<file path="src/rtl/readline_arbiter_pkg.sv">
// Shared widths and state encoding for the readline arbiter.
package readline_arbiter_pkg;

  localparam int unsigned ADDR_W = 32;
  localparam int unsigned LINE_W = 128;
  localparam int unsigned WAIT_W = 4;

  typedef enum logic [1:0] {
    IDLE  = 2'd0,
    BUSY0 = 2'd1,
    BUSY1 = 2'd2
  } state_t;

endpackage

</file>
<file path="src/rtl/readline_arbiter.sv">
// Two-port readline arbiter: one grant at a time, held until the line returns.
module readline_arbiter
  import readline_arbiter_pkg::*;
#(
  parameter bit          ROUND_ROBIN = 1'b1,
  parameter int unsigned MAX_WAIT    = 3
) (
  input  logic              clk,
  input  logic              rst_n,

  input  logic              req0_readline_do,
  input  logic [ADDR_W-1:0] req0_readline_address,
  output logic              req0_readline_done,
  output logic [LINE_W-1:0] req0_readline_line,

  input  logic              req1_readline_do,
  input  logic [ADDR_W-1:0] req1_readline_address,
  output logic              req1_readline_done,
  output logic [LINE_W-1:0] req1_readline_line,

  output logic              resp_readline_do,
  output logic [ADDR_W-1:0] resp_readline_address,
  input  logic              resp_readline_done,
  input  logic [LINE_W-1:0] resp_readline_line
);

  localparam logic [WAIT_W-1:0] MAX_WAIT_W = WAIT_W'(MAX_WAIT);

  state_t              state_q, state_d;
  logic [ADDR_W-1:0]   addr_q, addr_d;
  logic                last_q, last_d;
  logic [WAIT_W-1:0]   wait_q, wait_d;
  logic                do_q, do_d;
  logic                grant0, grant1;

  // State, latched address, fairness history and memory request flag.
  always_ff @(posedge clk or negedge rst_n) begin
    if (!rst_n) begin
      state_q <= IDLE;
      addr_q  <= '0;
      last_q  <= 1'b1;
      wait_q  <= '0;
      do_q    <= 1'b0;
    end else begin
      state_q <= state_d;
      addr_q  <= addr_d;
      last_q  <= last_d;
      wait_q  <= wait_d;
      do_q    <= do_d;
    end
  end

  // Grant decision in IDLE and completion tracking while busy.
  always_comb begin
    state_d = state_q;
    addr_d  = addr_q;
    last_d  = last_q;
    wait_d  = wait_q;
    do_d    = do_q;
    grant0  = 1'b0;
    grant1  = 1'b0;

    unique case (state_q)
      IDLE: begin
        if (req0_readline_do && req1_readline_do) begin
          if (ROUND_ROBIN) begin
            // last_q == 1 means port 1 went last, so port 0 is next
            if (last_q) grant0 = 1'b1;
            else        grant1 = 1'b1;
          end else begin
            if (wait_q == MAX_WAIT_W) grant1 = 1'b1;
            else                      grant0 = 1'b1;
          end
        end else if (req0_readline_do) begin
          grant0 = 1'b1;
        end else if (req1_readline_do) begin
          grant1 = 1'b1;
        end

        if (grant0) begin
          state_d = BUSY0;
          addr_d  = req0_readline_address;
          last_d  = 1'b0;
          do_d    = 1'b1;
          if (req1_readline_do && (wait_q != MAX_WAIT_W))
            wait_d = wait_q + WAIT_W'(1);
        end
        if (grant1) begin
          state_d = BUSY1;
          addr_d  = req1_readline_address;
          last_d  = 1'b1;
          do_d    = 1'b1;
          wait_d  = '0;
        end
      end
      BUSY0, BUSY1: begin
        if (resp_readline_done) begin
          state_d = IDLE;
          do_d    = 1'b0;
        end
      end
      default: begin
        state_d = IDLE;
        do_d    = 1'b0;
      end
    endcase
  end

  // Request side is driven from registers; done is forwarded with zero latency.
  assign resp_readline_do      = do_q;
  assign resp_readline_address = addr_q;
  assign req0_readline_done    = (state_q == BUSY0) && resp_readline_done;
  assign req1_readline_done    = (state_q == BUSY1) && resp_readline_done;
  assign req0_readline_line    = resp_readline_line;
  assign req1_readline_line    = resp_readline_line;

endmodule

</file>
<file path="config.mk">
export PLATFORM = sky130hd
export DESIGN_NAME = readline_arbiter
export DESIGN_NICKNAME = d
export VERILOG_FILES = /design/src/rtl/readline_arbiter_pkg.sv /design/src/rtl/readline_arbiter.sv
export SDC_FILE = /design/constraint.sdc
export NUM_CORES = 1
export LEC_CHECK = 0
export BUFFER_PORTS_ARGS = -buffer_cell sky130_fd_sc_hd__buf_2
export CORE_AREA = 2 2 191 193
export DETAILED_ROUTE_END_ITERATION = 12
export DIE_AREA = 0 0 193 195
export PLACE_DENSITY = 0.46
export REMOVE_ABC_BUFFERS = 1
export SLEW_MARGIN = 30
export SYNTH_ARGS = -nofsm -noshare
export SYNTH_HDL_FRONTEND = slang
export SYNTH_SLANG_ARGS = --single-unit
</file>
<file path="constraint.sdc">
create_clock -name clk -period 1.4 [get_ports clk]
set_input_delay 0 -clock clk [delete_from_list [all_inputs] [get_ports clk]]
set_output_delay 0 -clock clk [all_outputs]
set_load 0.1 [all_outputs]
</file>
==> results of run 1 <==
==> where the power goes <==
group | internal, mW | total (mW) | switching, mW
Combinational | 1.46 | 6.79 | 5.33
Sequential | 1.58 | 1.88 | 0.303
Clock | 0.752 | 1.30 | 0.549
Total | 3.79 | 9.98 | 6.18
==> through the flow <==
step | cell area [um^2] | setup TNS [ps] | hold slack, ps | power, mW | utilization [%]
after detailed placement | 3000 | -2100 | 0.727 | 8.46 | 8.49
after global placement | 2980 | -11750 | -0.936 | 8.41 | 8.41
after global routing | 3780 | -92.5 | 1.03 | 10.4 | 10.7
final | 3780 | 0 | -16.3 | 9.98 | 10.7
after CTS | 3730 | -41.7 | 2.15 | 9.96 | 10.5
after floorplan | 1690 | -6790 | -296 | 6.70 | -
==> cell type report <==
cell class | instances | area [um^2] | share of cell area, %
timing repair buffer | 175 | 1320 | 34.8
sequential | 36 | 902 | 23.9
multi-input combinational | 148 | 822 | 21.7
tap | 461 | 577 | 15.3
clock buffer | 7 | 153 | 4.04
inverter | 3 | 11.3 | 0.298
==> sequential cells by signal (all words and copies together), names as in the netlist <==
register	flops
last_q	1
resp_readline_address	32
state_q	2
resp_readline_do	1
==> what timing repair did <==
action / 4_1_cts / 5_1_grt
setup buffers: 1 / 1
resized for setup: 6 / 5
endpoints found under the hold margin: 67 / 0
hold buffers: 55 / 0
pin swaps: 1 / 0
endpoints found under the setup margin: 36 / 36
gates cloned: 0 / 1
==> cell usage in the layout, fill, tap and decap left out, types with 3 or more instances in the layout <==
| cell | synthesis | layout |
|---|---|---|
| sky130_fd_sc_hd__dfrtp_1 | 35 | 35 |
| sky130_fd_sc_hd__buf_2 | 3 | 101 |
| sky130_fd_sc_hd__clkbuf_16 | 0 | 6 |
| sky130_fd_sc_hd__nor2_1 | 33 | 33 |
| sky130_fd_sc_hd__a21oi_1 | 52 | 51 |
| sky130_fd_sc_hd__a21oi_2 | 14 | 15 |
| sky130_fd_sc_hd__buf_12 | 0 | 7 |
| sky130_fd_sc_hd__buf_4 | 258 | 9 |
| sky130_fd_sc_hd__nand2_1 | 34 | 32 |
| sky130_fd_sc_hd__ha_1 | 4 | 3 |
| sky130_fd_sc_hd__dlygate4sd3_1 | 0 | 55 |
==> layer usage <==
metal  up-vias  GRT usage [%]
met5         -           10.2
met4        12           13.7
met3        77           33.2
met2       558           44.2
met1      1182           9.81
li1       1004              -
==> cells by family after synthesis <==
logic type	Yosys count	synth area share, %
AO/OA/AOI/OAI	72	11.8
flip-flops	36	24.2
buffers and inverters	272	54.9
AND/OR/NAND/NOR	70	7.25
adder cells (fa/ha/maj)	4	1.34
multiplexers	2	0.537
==> final timing paths <==
check / start / to / slack (ps)
min in group asynchronous: rst_n / resp_readline_address[8] / 180
min: req0_readline_address[17] / resp_readline_address[17] / -20
max reg2reg: state_q[0] / state_q[0] / 30
max: state_q[0] / state_q[0] / 30
min reg2reg: resp_readline_address[23] / resp_readline_address[23] / 510
max in group asynchronous: rst_n / last_q / 920
==> worst max-delay path: cells and delay by family (launching register included) <==
kind | cells | cell delay, ps
adder cells (fa/ha/maj) | 1 | 230
flip-flops | 1 | 390
AO/OA/AOI/OAI | 1 | 210
AND/OR/NAND/NOR | 1 | 150
multiplexers | 1 | 220
buffers and inverters | 1 | 100
==> flow_metrics.env, run 1 <==
export IMPL_post_route_drc_count=0
export IMPL_syn_instance_count=456
export IMPL_core_area_um2=35400
export IMPL_ys_top_cells_by_area="sky130_fd_sc_hd__buf_4 52%, sky130_fd_sc_hd__dfrtp_1 23%, sky130_fd_sc_hd__a21oi_1 7.0%"
export IMPL_cts_inserted_buffers=5
export IMPL_die_x_um=193
export IMPL_post_route_cells_drive_above_1_share_pct=41.7
export IMPL_cts_root_to_sink_buffers=2
export IMPL_grt_antenna_before_repair=1
export IMPL_crit_path_cell_trace="inv_2 -> ha_1 -> nor2b_1 -> a21oi_2 -> mux2i_1"
export IMPL_timing_max_cap_violations=0
export IMPL_timing_max_transition_violations_final=0
export IMPL_row_count=69
export IMPL_yosysTopAreaCell="sky130_fd_sc_hd__buf_4"
export IMPL_post_place_setup_slack_ps=-161
export IMPL_grt_setup_unrepaired="yes"
export IMPL_run_status="finished with violations"
export IMPL_ys_dominant_reg_cell="sky130_fd_sc_hd__dfrtp_1"
export IMPL_violated_checks="negative hold slack"
export IMPL_drt_vias_per_instance=3.41
export IMPL_report_final_hold_viol_count=1
export IMPL_fin_cells=830
export IMPL_area_growth_pct=1.38
export IMPL_dr_wl_met2_mm=24.1
export IMPL_finalWorstPathRequiredPeriod_ps=1370
export IMPL_vdd_ir_drop_max_v=0.00126
export IMPL_ioPinCount=488
export IMPL_num_clock_sinks=36
export IMPL_synth_top_cell_area_share_pct=51.9
export IMPL_wirelength_mm=49.2
export IMPL_timing_hold_worst_class="in2reg"
export IMPL_postSynth_asyncResetShare_pct=100
export IMPL_gp_congestion=0.867
export IMPL_initial_core_util_pct=10.5
export IMPL_worst_setup_path_end_kind="register"
export IMPL_synth_seq_area_share_pct=24.2
export IMPL_global_route_wire_length_before_repair_mm=53.8
export IMPL_critical_path_peak_fanout=3
export IMPL_synth_enable_flop_cells=0
export IMPL_cpPeakStageDelay_ps=390
export IMPL_worst_setup_hold_path_clk_slew_ps=70
export IMPL_met3RoutedLength_mm=13.6
export IMPL_slowest_stage="sky130_fd_sc_hd__dfrtp_1"
export IMPL_layout_fillers=4105
export IMPL_fmax_mhz=728
export IMPL_synthesis_area_um2=3730
export IMPL_cts_root_buffer_cell="sky130_fd_sc_hd__clkbuf_16"
export IMPL_worstSetupPathType="reg2reg"
export IMPL_cts_htree_levels=2
export IMPL_clk_latency_ps=300
export IMPL_finClkSkew_ps=7.76
export IMPL_max_slew_worst_pin_slew_ps=610
export IMPL_grt_max_degree=37
export IMPL_drt_pass1_iterations=4
export IMPL_worstHoldPathCells=3
export IMPL_topRoutingLayerUsed="met5"
export IMPL_slew_headroom_pct=59.6
export IMPL_grt_total_usage_pct=25.0
export IMPL_hold_worst_slack_ps=-16.3
export IMPL_final_net_count=570
export IMPL_drt_wirelength_per_cell_um=59.3
export IMPL_worst_r2r_path_depth=5
export IMPL_antenna_diode_count=0
export IMPL_finalSetupViolCount=0
export IMPL_layout_setup_ws_ps=26.0
export IMPL_power_density_cell_area_nw_per_um2=2640
export IMPL_post_synth_top_count_cell="sky130_fd_sc_hd__buf_4"
export IMPL_met1_length_mm=7.41
export IMPL_cp_data_arrival_time_ps=1600
export IMPL_first_global_vias=2565
export IMPL_synth_distinct_cells=21
export IMPL_synth_avg_cell_area_um2=8.18
export IMPL_floorplan_die_height_um=195
export IMPL_routed_via_count=2833
export IMPL_post_route_period_util_pct=98.1
export IMPL_yosysWarnings=0
export IMPL_numPortBuffers=103
export IMPL_ant_nets=0
export IMPL_dp_final_hpwl_mm=44.6
export IMPL_cts_tree="yes"
export IMPL_critical_path_startpoint_type="register"
export IMPL_flip_flop_and_latch_count_after_synthesis=36
export IMPL_drt_first_iter_violations=144
export IMPL_grt_overflow_total=0
export IMPL_power_static_leakage_nw=1.59
export IMPL_numPlacedInstances=765
export IMPL_leading_cell_types_by_count_after_synthesis="258 x sky130_fd_sc_hd__buf_4, 52 x sky130_fd_sc_hd__a21oi_1, 35 x sky130_fd_sc_hd__dfrtp_1"
export IMPL_critical_path_required_ps=1620
export IMPL_fp_dieArea_um2=37600
No activity file was read; power rests on OpenSTA's default activity.
==> inputs of run 2 (changes only) <==
Settings changed: CORE_AREA 2 2 191 193 to 8 8 181 183, DIE_AREA 0 0 193 195 to 0 0 189 191, PLACE_DENSITY 0.46 to 0.5.
==> run 2 against run 1 <==
The run now ends clean. Register-to-register slack better by 20 ps. Sequential power hardly changed. Flip-flop and latch count stayed put. Worst hold slack better by 17 ps. Die area is 4.1% lower. Cell area hardly changed. Core utilization is 1.9 points higher. Global-route usage is 0.46 points higher.
==> flow_metrics.env, run 2 (synthesis gave the netlist of run 1 again) <==
export IMPL_run_status="finished, final reports clean"
export IMPL_numPortBuffers=103
export IMPL_report_final_hold_viol_count=0
export IMPL_drt_pass1_iterations=4
export IMPL_core_area_um2=30000
export IMPL_dp_final_hpwl_mm=44.0
export IMPL_fp_dieArea_um2=36100
export IMPL_timing_hold_worst_class="in2out"
export IMPL_post_route_cells_drive_above_1_share_pct=44.4
export IMPL_layout_setup_ws_ps=6.92
export IMPL_post_place_setup_slack_ps=-146
export IMPL_worst_r2r_path_depth=6
export IMPL_post_route_period_util_pct=99.5
export IMPL_mostFrequentLayoutCells="101 x sky130_fd_sc_hd__buf_2, 51 x sky130_fd_sc_hd__dlygate4sd3_1, 48 x sky130_fd_sc_hd__a21oi_1, 35 x sky130_fd_sc_hd__dfrtp_1, 34 x sky130_fd_sc_hd__nand2_1"
export IMPL_rr_endpoint="resp_readline_address[24]"
export IMPL_routed_via_count=2948
export IMPL_num_clock_sinks=36
export IMPL_timing_hold_worst_endpoint="req1_readline_line[45]"
export IMPL_wirelength_mm=48.5
export IMPL_grt_use_met3_pct=30.4
export IMPL_slew_headroom_pct=62.2
export IMPL_cts_tree="yes"
export IMPL_timing_rr_start="state_q[1]"
export IMPL_fmax_mhz=718
export IMPL_cts_inserted_buffers=5
export IMPL_cts_htree_levels=2
export IMPL_most_common_cell_after_layout_fill_and_taps_aside="sky130_fd_sc_hd__buf_2"
export IMPL_die_x_um=189
export IMPL_power_static_leakage_nw=1.61
export IMPL_grt_antenna_before_repair=0
export IMPL_placed_cell_area_um2=2920
export IMPL_final_util_pct=12.6
export IMPL_gr_max_usage_layer="met2"
export IMPL_finalWorstPathRequiredPeriod_ps=1390
export IMPL_first_global_vias=2764
export IMPL_ant_nets=0
export IMPL_largest_register_ff_count=32
export IMPL_use_met1_pct=11.9
export IMPL_worst_setup_hold_path_clk_slew_ps=70
export IMPL_timing_max_cap_violations=0
export IMPL_antenna_diode_count=0
export IMPL_power_sequential_fraction_pct=18.4
export IMPL_post_route_drc_count=0
export IMPL_cts_root_buffer_cell="sky130_fd_sc_hd__clkbuf_16"
export IMPL_area_growth_pct=1.48
export IMPL_finalSetupViolCount=0
export IMPL_row_count=64
export IMPL_slowest_stage="sky130_fd_sc_hd__dfrtp_1"
export IMPL_post_route_cell_area_um2=3780
export IMPL_critical_path_top_delay_family="buffers and inverters"
export IMPL_gp_congestion=0.957
export IMPL_worstHoldPathCells=0
export IMPL_max_slew_worst_pin_slew_ps=564
export IMPL_finClkSkew_ps=9.38
export IMPL_clk_latency_ps=300
export IMPL_grt_setup_unrepaired="yes"
export IMPL_initial_core_util_pct=12.4
export IMPL_critical_path_startpoint_type="register"
export IMPL_critical_path_peak_fanout=4
export IMPL_timing_max_transition_violations_final=0
export IMPL_drt_vias_per_instance=3.84
export IMPL_intPower_mw=4.01
export IMPL_critical_path_required_ps=1400
export IMPL_use_met2_pct=40.9
export IMPL_grt_max_degree=37
export IMPL_clkPwrFrac_pct=12.4
export IMPL_floorplan_die_height_um=191
export IMPL_power_switching_fraction_pct=60.8
export IMPL_worst_setup_path_end_kind="output pin"
export IMPL_p_switching_mw=6.21
export IMPL_setup_reg_to_reg_worst_slack_ps=50
export IMPL_crit_path_cell_trace="inv_2 -> buf_6 -> ha_4 -> and2_4 -> buf_12"
export IMPL_global_route_wire_length_before_repair_mm=54.1
export IMPL_crit_buf_inv=3
export IMPL_p_comb_share_pct=69.1
export IMPL_drt_first_iter_violations=189
export IMPL_vdd_ir_drop_max_v=0.00134
export IMPL_ioPinCount=488
export IMPL_cpPeakStageDelay_ps=400
export IMPL_grt_overflow_total=0
export IMPL_drt_wirelength_per_cell_um=63.1
export IMPL_power_density_cell_area_nw_per_um2=2700
export IMPL_worstSetupPathType="reg2out"
export IMPL_cp_data_arrival_time_ps=1390
export IMPL_grt_total_usage_pct=25.5
export IMPL_min_delay_start="resp_readline_line[45]"
export IMPL_final_net_count=572
export IMPL_cts_root_to_sink_buffers=2
-- run 2: worst reg2reg max path, stage by stage, from the launching register on --
cell                        delay [ps]
sky130_fd_sc_hd__dfrtp_1           400
sky130_fd_sc_hd__inv_2             140
sky130_fd_sc_hd__ha_4              180
sky130_fd_sc_hd__o21a_4            190
sky130_fd_sc_hd__clkbuf_16         200
sky130_fd_sc_hd__nor2_1             50
sky130_fd_sc_hd__a21oi_1           110
-- run 2: power groups by stage --
stage               registers, mW  logic, mW  clock network [mW]
floorplan                    5.36       1.34                   0
global placement             1.86       6.45                   0
detailed placement           1.87       6.50                   0
CTS                          1.88       6.68                1.33
global route                 1.95       7.40                1.39
finish                       1.89       7.07                1.27
-- run 2: worst max path at each step --
stage	slack, ps	depth (start not counted)	start	endpoint
after floorplan	-230	5	state_q[0]	resp_readline_address[0]
after global placement	-280	3	last_q	resp_readline_address[8]
after detailed placement	-150	6	state_q[1]	resp_readline_address[19]
after CTS	1	4	last_q	resp_readline_address[27]
after global routing	-20	5	state_q[1]	req0_readline_done
final	7	5	state_q[1]	req0_readline_done
-- run 2: timing repair --
action,CTS,global route
gates cloned,1,1
buffers inserted,0,7
hold buffers,51,0
endpoints found under the hold margin,67,0
resized for setup,9,16
setup endpoints to repair,37,31
pin swaps,1,2
-- run 2: cell type report --
cell class                      instances  area, um^2
Clock buffer                            8         156
Timing Repair Buffer                  176        1320
Inverter                                3        11.3
Fill cell                            3440       26200
Tap cell                              396         495
Sequential cell                        36         902
Multi-Input combinational cell        149         898
-- run 2: per-layer routing --
layer  share of wire [%]  wire, um
met1                  17      8260
met2                  46     22300
met3                  25     12200
met4                  11      5280
met5                 1.0       504
-- run 2: per-stage QoR --
stage	hold slack (ps)	instances	TNS (ps)	total power, mW
detailed placement	2.97	700	-3540	8.36
global route	1.08	768	-46.6	10.7
finish	0.967	768	0	10.2
CTS	0.315	760	0	9.90
floorplan	-296	187	-6790	6.70
global placement	2.97	699	-8100	8.31
==> inputs of run 3 (changes only) <==
Settings changed: SETUP_SLACK_MARGIN from default to 0.15.
==> run 3 against run 2 <==
Count of clock-buffer cells in the layout unchanged. Final cell count increased by 1.6%. Critical path depth grew 2. Non-clock buffer count rose by 12. Worst hold slack got worse by 0.74 ps. Flip-flop and latch count unchanged. Power increased by 8.1%. Wire length grew 1.9%. First-iteration DRC count is 23% higher. Fmax rose by 0.88%. Cell area is 9.4% higher. Die area unchanged. Largest cell class unchanged. Largest power group unchanged.
==> flow_metrics.env, run 3 (synthesis gave the netlist of run 1 again) <==
export IMPL_run_status="finished, final reports clean"
export IMPL_global_route_wire_length_before_repair_mm=55.4
export IMPL_numPortBuffers=103
export IMPL_critical_path_peak_fanout=18
export IMPL_power_static_leakage_nw=1.72
export IMPL_routed_via_count=3008
export IMPL_die_x_um=189
export IMPL_post_layout_total_power_mw=11.1
export IMPL_area_growth_pct=11.0
export IMPL_dp_final_hpwl_mm=44.0
export IMPL_initial_core_util_pct=12.4
export IMPL_clk_latency_ps=290
export IMPL_timing_max_cap_violations=0
export IMPL_post_route_drc_count=0
export IMPL_grt_max_degree=37
export IMPL_core_area_um2=30000
export IMPL_timing_max_transition_violations_final=0
export IMPL_final_net_count=584
export IMPL_drt_wirelength_per_cell_um=63.3
export IMPL_power_density_cell_area_nw_per_um2=2670
export IMPL_gp_congestion=0.957
export IMPL_ioPinCount=488
export IMPL_critical_path_startpoint_type="register"
export IMPL_placed_cell_area_um2=2920
export IMPL_timing_rr_start="state_q[1]"
export IMPL_drt_first_iter_violations=232
export IMPL_grt_setup_unrepaired="yes"
export IMPL_ant_nets=0
export IMPL_report_final_hold_viol_count=0
export IMPL_cts_inserted_buffers=5
export IMPL_setup_reg_to_reg_worst_slack_ps=20
export IMPL_post_route_period_util_pct=98.6
export IMPL_worstSetupPathType="reg2reg"
export IMPL_num_clock_sinks=36
export IMPL_numPlacedInstances=700
export IMPL_post_route_cells_drive_above_1_share_pct=54.9
export IMPL_fp_dieArea_um2=36100
export IMPL_worst_setup_path_startpoint="state_q[1]"
export IMPL_max_slew_worst_pin_slew_ps=561
export IMPL_cts_htree_levels=2
export IMPL_wirelength_mm=49.4
export IMPL_post_route_cell_area_um2=4140
export IMPL_worst_r2r_path_depth=7
export IMPL_grt_antenna_before_repair=0
export IMPL_timing_hold_worst_class="in2reg"
export IMPL_cts_root_to_sink_buffers=2
export IMPL_fin_cells=780
export IMPL_rr_endpoint="resp_readline_address[27]"
export IMPL_cts_tree="yes"
export IMPL_drt_pass1_iterations=4
export IMPL_final_setup_tns_ps=0
export IMPL_finClkSkew_ps=5.12
export IMPL_largest_register_ff_count=32
export IMPL_mostFrequentLayoutCells="101 x sky130_fd_sc_hd__buf_2, 55 x sky130_fd_sc_hd__dlygate4sd3_1, 43 x sky130_fd_sc_hd__a21oi_2, 35 x sky130_fd_sc_hd__dfrtp_1, 34 x sky130_fd_sc_hd__nand2_1"
export IMPL_hold_worst_slack_ps=0.229
export IMPL_finalSetupViolCount=0
export IMPL_antenna_diode_count=0
export IMPL_cts_root_buffer_cell="sky130_fd_sc_hd__clkbuf_16"
export IMPL_slew_headroom_pct=62.6
export IMPL_vdd_ir_drop_max_v=0.00133
export IMPL_critical_path_required_ps=1580
export IMPL_cp_data_arrival_time_ps=1560
export IMPL_fmax_mhz=724
export IMPL_grt_overflow_total=0
export IMPL_finalWorstPathRequiredPeriod_ps=1380
export IMPL_first_global_vias=2873
export IMPL_row_count=64
export IMPL_worst_setup_hold_path_clk_slew_ps=60
export IMPL_floorplan_die_height_um=191
export IMPL_drt_vias_per_instance=3.86
export IMPL_cp_endpoint="resp_readline_address[27]"
export IMPL_worst_setup_path_end_kind="register"
export IMPL_most_common_cell_after_layout_fill_and_taps_aside="sky130_fd_sc_hd__buf_2"
export IMPL_grt_total_usage_pct=26.0
export IMPL_layout_fillers=3422
-- run 3: cell count changes in the layout (fill, tap and decap cells not counted), moves of 4 or more --
cell and change:
sky130_fd_sc_hd__a21oi_2 +26, sky130_fd_sc_hd__nor2_1 -9, sky130_fd_sc_hd__a21oi_1 -28, sky130_fd_sc_hd__nor2_2 +9
sky130_fd_sc_hd__dlygate4sd3_1 +4
-- run 3: worst min path at each step --
stage | start | to | slack, ps | depth (start not counted)
2_1_floorplan | rst_n | resp_readline_address[0] | -300 | 0
3_3_place_gp | resp_readline_line[45] | req1_readline_line[45] | 3 | 0
3_5_place_dp | resp_readline_line[45] | req1_readline_line[45] | 3 | 0
4_1_cts | req1_readline_address[5] | resp_readline_address[5] | 2 | 3
5_1_grt | resp_readline_line[45] | req1_readline_line[45] | 1 | 0
6_report | req1_readline_address[31] | resp_readline_address[31] | 0.2 | 3
-- run 3: through the flow --
step / utilization [%] / worst slack, ps
6_report: 13.8 / 19.1
3_5_place_dp: 9.72 / -146
3_3_place_gp: 9.67 / -279
2_1_floorplan: - / -225
4_1_cts: 13.1 / 50.4
5_1_grt: 13.8 / -30.8
-- run 3: layout make-up --
cell class | count | area [um^2] | area share, %
Clock buffer | 8 | 156 | 3.78
Tap cell | 396 | 495 | 12.0
Multi-Input combinational cell | 149 | 1050 | 25.5
Sequential cell | 36 | 902 | 21.8
Timing Repair Buffer | 188 | 1520 | 36.7
Inverter | 3 | 11.3 | 0.272
-- run 3: where the power goes --
group          internal (mW)  switching [mW]
combinational           2.14            5.75
sequential              1.58           0.298
clock                  0.762           0.521
total                   4.48            6.57
-- run 3: routing by layer --
| metal | track usage (%) | up-vias | wire length, um |
|---|---|---|---|
| met5 | 12.9 | - | 572 |
| met4 | 21.6 | 10 | 4950 |
| met3 | 31.0 | 99 | 12500 |
| met2 | 42.8 | 574 | 23100 |
| met1 | 12.4 | 1286 | 8330 |
| li1 | - | 1039 | - |
-- run 3: critical path, stage by stage, from the launching register on --
cell and delay [ps]:
sky130_fd_sc_hd__dfrtp_1 390, sky130_fd_sc_hd__inv_2 140, sky130_fd_sc_hd__ha_4 170, sky130_fd_sc_hd__buf_6 110
sky130_fd_sc_hd__o21ai_4 70, sky130_fd_sc_hd__buf_12 170, sky130_fd_sc_hd__a21oi_1 130, sky130_fd_sc_hd__a21oi_1 80
-- run 3: repair_timing --
action,CTS,global route
hold endpoints to repair,67,1
cloned,4,1
setup buffers,10,2
setup endpoints to repair,37,38
gates resized for setup,33,37
pin swaps,5,3
hold buffers,54,1
